--- src/rtl/capture_sequencer.sv ---
// Sequences camera frame captures: issues capture requests, waits for each frame to finish,
// spaces frames by a programmable gap and guards every frame with an optional watchdog.
module capture_sequencer #(
    parameter int unsigned CNT_W = 16,
    parameter int unsigned TMO_W = 32
) (
    input  logic             sys_clk,
    input  logic             sys_rst_n,
    input  logic             start,
    input  logic             abort,
    input  logic [CNT_W-1:0] frame_count,
    input  logic [TMO_W-1:0] interval_cycles,
    input  logic [TMO_W-1:0] timeout_cycles,
    input  logic             new_frame,
    input  logic             capture_end,
    output logic             capture,
    output logic             busy,
    output logic             done,
    output logic [CNT_W-1:0] frames_done,
    output logic             timeout_err
);

    typedef enum logic [2:0] {
        StIdle,
        StArm,
        StWaitStart,
        StWaitEnd,
        StGap
    } state_e;

    state_e           state_q, state_d;
    logic [CNT_W-1:0] cnt_cfg_q, cnt_cfg_d;
    logic [TMO_W-1:0] ivl_cfg_q, ivl_cfg_d;
    logic [TMO_W-1:0] tmo_cfg_q, tmo_cfg_d;
    logic [TMO_W-1:0] gap_cnt_q, gap_cnt_d;
    logic [TMO_W-1:0] wd_cnt_q, wd_cnt_d;
    logic             ce_prev_q;
    logic             capture_q, capture_d;
    logic             busy_q, busy_d;
    logic             done_q, done_d;
    logic [CNT_W-1:0] frames_done_q, frames_done_d;
    logic             timeout_err_q, timeout_err_d;

    logic             ce_rise;
    logic             wd_expire;
    logic [CNT_W-1:0] fd_inc;

    assign ce_rise   = capture_end & ~ce_prev_q;
    assign wd_expire = (tmo_cfg_q != '0) && (wd_cnt_q == tmo_cfg_q - TMO_W'(1));
    assign fd_inc    = frames_done_q + CNT_W'(1);

    always_comb begin
        state_d       = state_q;
        cnt_cfg_d     = cnt_cfg_q;
        ivl_cfg_d     = ivl_cfg_q;
        tmo_cfg_d     = tmo_cfg_q;
        gap_cnt_d     = gap_cnt_q;
        wd_cnt_d      = wd_cnt_q;
        frames_done_d = frames_done_q;
        timeout_err_d = timeout_err_q;
        done_d        = 1'b0;

        if (abort) begin
            state_d = StIdle;
        end else begin
            unique case (state_q)
                StIdle: begin
                    if (start) begin
                        cnt_cfg_d     = frame_count;
                        ivl_cfg_d     = interval_cycles;
                        tmo_cfg_d     = timeout_cycles;
                        frames_done_d = '0;
                        timeout_err_d = 1'b0;
                        state_d       = StArm;
                    end
                end
                StArm: begin
                    wd_cnt_d = '0;
                    state_d  = StWaitStart;
                end
                StWaitStart: begin
                    wd_cnt_d = wd_cnt_q + TMO_W'(1);
                    if (new_frame) begin
                        state_d = StWaitEnd;
                    end else if (wd_expire) begin
                        timeout_err_d = 1'b1;
                        state_d       = StIdle;
                    end
                end
                StWaitEnd: begin
                    wd_cnt_d = wd_cnt_q + TMO_W'(1);
                    // A finished frame beats a watchdog expiry in the same cycle
                    if (ce_rise) begin
                        frames_done_d = fd_inc;
                        if ((cnt_cfg_q != '0) && (fd_inc == cnt_cfg_q)) begin
                            done_d  = 1'b1;
                            state_d = StIdle;
                        end else if (ivl_cfg_q == '0) begin
                            state_d = StArm;
                        end else begin
                            gap_cnt_d = '0;
                            state_d   = StGap;
                        end
                    end else if (wd_expire) begin
                        timeout_err_d = 1'b1;
                        state_d       = StIdle;
                    end
                end
                StGap: begin
                    gap_cnt_d = gap_cnt_q + TMO_W'(1);
                    if (gap_cnt_q == ivl_cfg_q - TMO_W'(1)) begin
                        state_d = StArm;
                    end
                end
                default: state_d = StIdle;
            endcase
        end

        capture_d = (state_d == StArm);
        busy_d    = (state_d != StIdle);
    end

    always_ff @(posedge sys_clk or negedge sys_rst_n) begin
        if (!sys_rst_n) begin
            state_q       <= StIdle;
            cnt_cfg_q     <= '0;
            ivl_cfg_q     <= '0;
            tmo_cfg_q     <= '0;
            gap_cnt_q     <= '0;
            wd_cnt_q      <= '0;
            ce_prev_q     <= 1'b0;
            capture_q     <= 1'b0;
            busy_q        <= 1'b0;
            done_q        <= 1'b0;
            frames_done_q <= '0;
            timeout_err_q <= 1'b0;
        end else begin
            state_q       <= state_d;
            cnt_cfg_q     <= cnt_cfg_d;
            ivl_cfg_q     <= ivl_cfg_d;
            tmo_cfg_q     <= tmo_cfg_d;
            gap_cnt_q     <= gap_cnt_d;
            wd_cnt_q      <= wd_cnt_d;
            ce_prev_q     <= capture_end;
            capture_q     <= capture_d;
            busy_q        <= busy_d;
            done_q        <= done_d;
            frames_done_q <= frames_done_d;
            timeout_err_q <= timeout_err_d;
        end
    end

    assign capture     = capture_q;
    assign busy        = busy_q;
    assign done        = done_q;
    assign frames_done = frames_done_q;
    assign timeout_err = timeout_err_q;

endmodule

--- config.mk ---
export PLATFORM = sky130hd
export DESIGN_NAME = capture_sequencer
export DESIGN_NICKNAME = d
export VERILOG_FILES = /design/src/rtl/capture_sequencer.sv
export SDC_FILE = /design/constraint.sdc
export NUM_CORES = 1
export LEC_CHECK = 0
export ABC_AREA = 1
export BUFFER_PORTS_ARGS = -buffer_cell sky130_fd_sc_hd__buf_2
export CORE_AREA = 5 5 176 178
export DETAILED_ROUTE_END_ITERATION = 8
export DIE_AREA = 0 0 181 183
export MAX_ROUTING_LAYER = met4
export SLEW_MARGIN = 15
export SYNTH_ARGS = -nofsm -noshare
export SYNTH_HDL_FRONTEND = slang
export SYNTH_SLANG_ARGS = --single-unit
--- constraint.sdc ---
create_clock -name sys_clk -period 2.01 [get_ports sys_clk]
set_clock_uncertainty 0.05 [all_clocks]
set_input_delay 0.3015 -clock sys_clk [delete_from_list [all_inputs] [get_ports sys_clk]]
set_output_delay 0.3015 -clock sys_clk [all_outputs]
set_load 0.02 [all_outputs]
==> flow_metrics.tcl <==
set metrics [dict create \
    status "finished with violations" \
    failed_checks "setup timing" \
    ir_drop_mv 0.590 \
    num_rows 63 \
    dpl.hpwl_mm 30.0 \
    p_sw_frac 0.390 \
    ios 106 \
    synthArstFlopShare 1.00 \
    die_height_um 183 \
    combPwrFrac 0.439 \
    clk_latency_ns 0.45 \
    synth_top_area_frac 0.366 \
    first_global_vias 12300 \
    fillers 2819 \
    drive_above_1_share 0.327 \
    syn_avg_cell_area_um2 6.71 \
    worst_slew_pin_slew_ns 0.474 \
    drt_iter0_drc 914 \
    overflow 0 \
    grt_max_degree 60 \
    cp.required_ns 2.33 \
    drtPass1Iterations 7 \
    power.leakage_nw 8.01 \
    clk_pin_slew_worst_paths_ns 0.07 \
    netlist_area_um2 11500 \
    timing.fmax_mhz 413 \
    wire_per_inst_um 15.4 \
    hold_path.class "input port to flop" \
    p_per_area_nw_per_um2 851 \
    finalSetupTns_ns -13.76 \
    synthTopCellsByCount "576 x nand2_1, 230 x nor2_1, 181 x inv_1" \
    fin_area_um2 16500 \
    slew_headroom 0.684 \
    total_power_w 0.0141 \
    track_usage 0.240 \
    core_area_um2 29200 \
    fin_nets 2237 \
    viasPerCell 4.92 \
    area_growth_pct 43.9 \
    yosysWarnings 0 \
    fin_ws_ns -0.412 \
    clkPwrFrac 0.238 \
    io_buffers 105 \
    intPower_w 0.00858 \
    synth_edf_count 0 \
    ys_seq_elements 168 \
    slowest_stage "dfrtp_2" \
    final-setup-viol-count 43 \
    path_cells "ha_4 -> inv_2 -> nand2_2 -> nand2_1 -> nor2_1 -> nand2_1 -> nor2_1 -> nand3_1 -> nor2_1 -> nand3_1 -> nor2_2 -> nand3_2 -> inv_2 -> nand2_4 -> nand3b_4 -> buf_12 -> nand2_1 -> o21ai_2" \
    grt_first_pass_wirelength_mm 63.0 \
    synth_cell_types 42 \
    clockRootBuffer "clkbuf_16" \
    synth-main-ff-cell "dfrtp_1" \
    dieWidth_um 181 \
    cts_buffer_depth 2 \
    rsz0062_at_grt "yes" \
    syn-instance-count 1712 \
    synth_nets 1803 \
    worstPathArrival_ns 2.74 \
    slew_violations 0 \
    cp-start-kind "flop" \
    busiest_layer "met2" \
    synthTopCellsByArea "dfrtp_1 37%, nand2_1 19%, nor2_1 7.5%" \
    die-area_um2 33100 \
    maxCapViolations 0 \
    fin_crit_ns 2.42 \
    yosysMostFrequentCell "nand2_1" \
    seqPwrFrac 0.323 \
    yosysTopAreaCell "dfrtp_1" \
    initial_core_util 0.393 \
    ant_nets 0 \
    cts.sinks 168 \
    endpoint_kind "flop" \
    gr-usage-met3 0.0405 \
    fin_hold_ws_ns 0.0224 \
    fin_crit_sh 1.20 \
    critical_path_class "flop to flop" \
    vias 12500 \
    p_sw_w 0.00548 \
    cts_tree "built" \
    final-hold-violation-count 0 \
    drc 0 \
    h-tree-depth 4 \
    cts_buffers 17 \
    place_congestion 0.977 \
    place_area_um2 14500 \
    met1_usage 0.331 \
    globalRouteMet2Util 0.379 \
    critPathMaxStageDelay_ns 0.44 \
    ys_seq_area_frac 0.366 \
    routed_wl_mm 39.2 \
    worstPathMaxFanout 18 \
    grt_antenna_before_repair 1 \
]
-- critical path, delay by kind of cell (launching register included) --
family / cells / cell delay (ns)
adder cells (fa/ha/maj): 1 / 0.28
AND/OR/NAND/NOR: 13 / 1.17
buffers and inverters: 3 / 0.33
AO/OA/AOI/OAI: 1 / 0.06
flip-flops: 1 / 0.44
-- cells in the final DEF (no fill, tap or decap), drive strengths merged, types with 3 or more instances in the layout --
master	instances
a21oi	39
buf	417
clkbuf	21
clkinv	6
clkinvlp	3
dfrtp	168
dlygate4sd3	35
ha	5
inv	189
nand2	584
nand3	114
nand3b	17
nand4	33
nor2	245
nor3	41
nor4	9
o21a	4
o21ai	109
o21bai	4
o22ai	14
or2	14
xnor2	22
xor2	56
-- metal layers --
layer,share of wire,routed length (µm)
met5,0,0
met1,0.48,18600
met4,0.014,549
met2,0.46,17900
met3,0.055,2160
-- final cells by class --
type | count | area (µm²) | area share
Timing Repair Buffer | 454 | 3470 | 0.210
Antenna cell | 1 | 2.50 | 0.000152
Tap cell | 390 | 488 | 0.0295
Multi-Input combinational cell | 1319 | 7070 | 0.428
Clock inverter | 13 | 141 | 0.00856
Inverter | 186 | 703 | 0.0426
Sequential cell | 168 | 4210 | 0.255
Clock buffer | 19 | 433 | 0.0262
-- kinds of logic (layout without fill, tap and decap cells) --
kind of cell	after synthesis	after routing	share of synthesized area
xor+xnor	80	80	0.0634
fa+ha+maj	5	5	0.00545
compound gates	175	175	0.0911
buf+inv	226	672	0.0789
simple gates	1058	1059	0.395
flops	168	168	0.366
other cells	0	1	0
-- final timing paths --
check | start | end | slack [ns] | cells after the start
hold reg to reg | timeout_err | timeout_err | 0.48 | 2
max in group asynchronous | sys_rst_n | tmo_cfg_q[2] | 0.95 | 3
setup reg to reg | frames_done[0] | gap_cnt_q[20] | -0.41 | 18
min in group asynchronous | sys_rst_n | tmo_cfg_q[31] | 0.34 | 2
setup / recovery | frames_done[0] | gap_cnt_q[20] | -0.41 | 18
hold / removal | frame_count[3] | cnt_cfg_q[3] | 0.02 | 3
-- what timing repair did --
item / 4_1_cts / 5_1_grt
hold endpoints to repair: 67 / 0
cloned: 0 / 4
endpoints found under the setup margin: 44 / 90
hold buffers: 35 / 0
pin swaps: 33 / 45
buffers inserted: 18 / 17
gates resized for setup: 85 / 139
-- per-stage QoR --
| step | utilization | worst slack (ns) | cells |
|---|---|---|---|
| after CTS | 0.543 | -0.366 | 2530 |
| after global placement | 0.497 | -0.512 | 2445 |
| after floorplan | - | -0.136 | 1712 |
| final | 0.565 | -0.412 | 2550 |
| after global routing | 0.565 | -0.574 | 2550 |
| after detailed placement | 0.497 | -0.515 | 2445 |
-- power groups by stage --
| stage | registers (W) | logic [W] | clock network [W] |
|---|---|---|---|
| 4_1_cts | 0.00448 | 0.00584 | 0.00341 |
| 3_5_place_dp | 0.00451 | 0.00549 | 0 |
| 6_report | 0.00454 | 0.00618 | 0.00334 |
| 5_1_grt | 0.00462 | 0.00686 | 0.00355 |
| 3_3_place_gp | 0.00452 | 0.00545 | 0 |
| 2_1_floorplan | 0.00449 | 0.00286 | 0 |
-- sequential cells by signal (all words and copies together), names as in the netlist --
register / cells
busy: 1
gap_cnt_q: 32
ivl_cfg_q: 32
cnt_cfg_q: 16
frames_done: 16
tmo_cfg_q: 32
ce_prev_q: 1
wd_cnt_q: 32
state_q: 3
timeout_err: 1
capture: 1
done: 1
No activity file was read; power rests on OpenSTA's default activity.
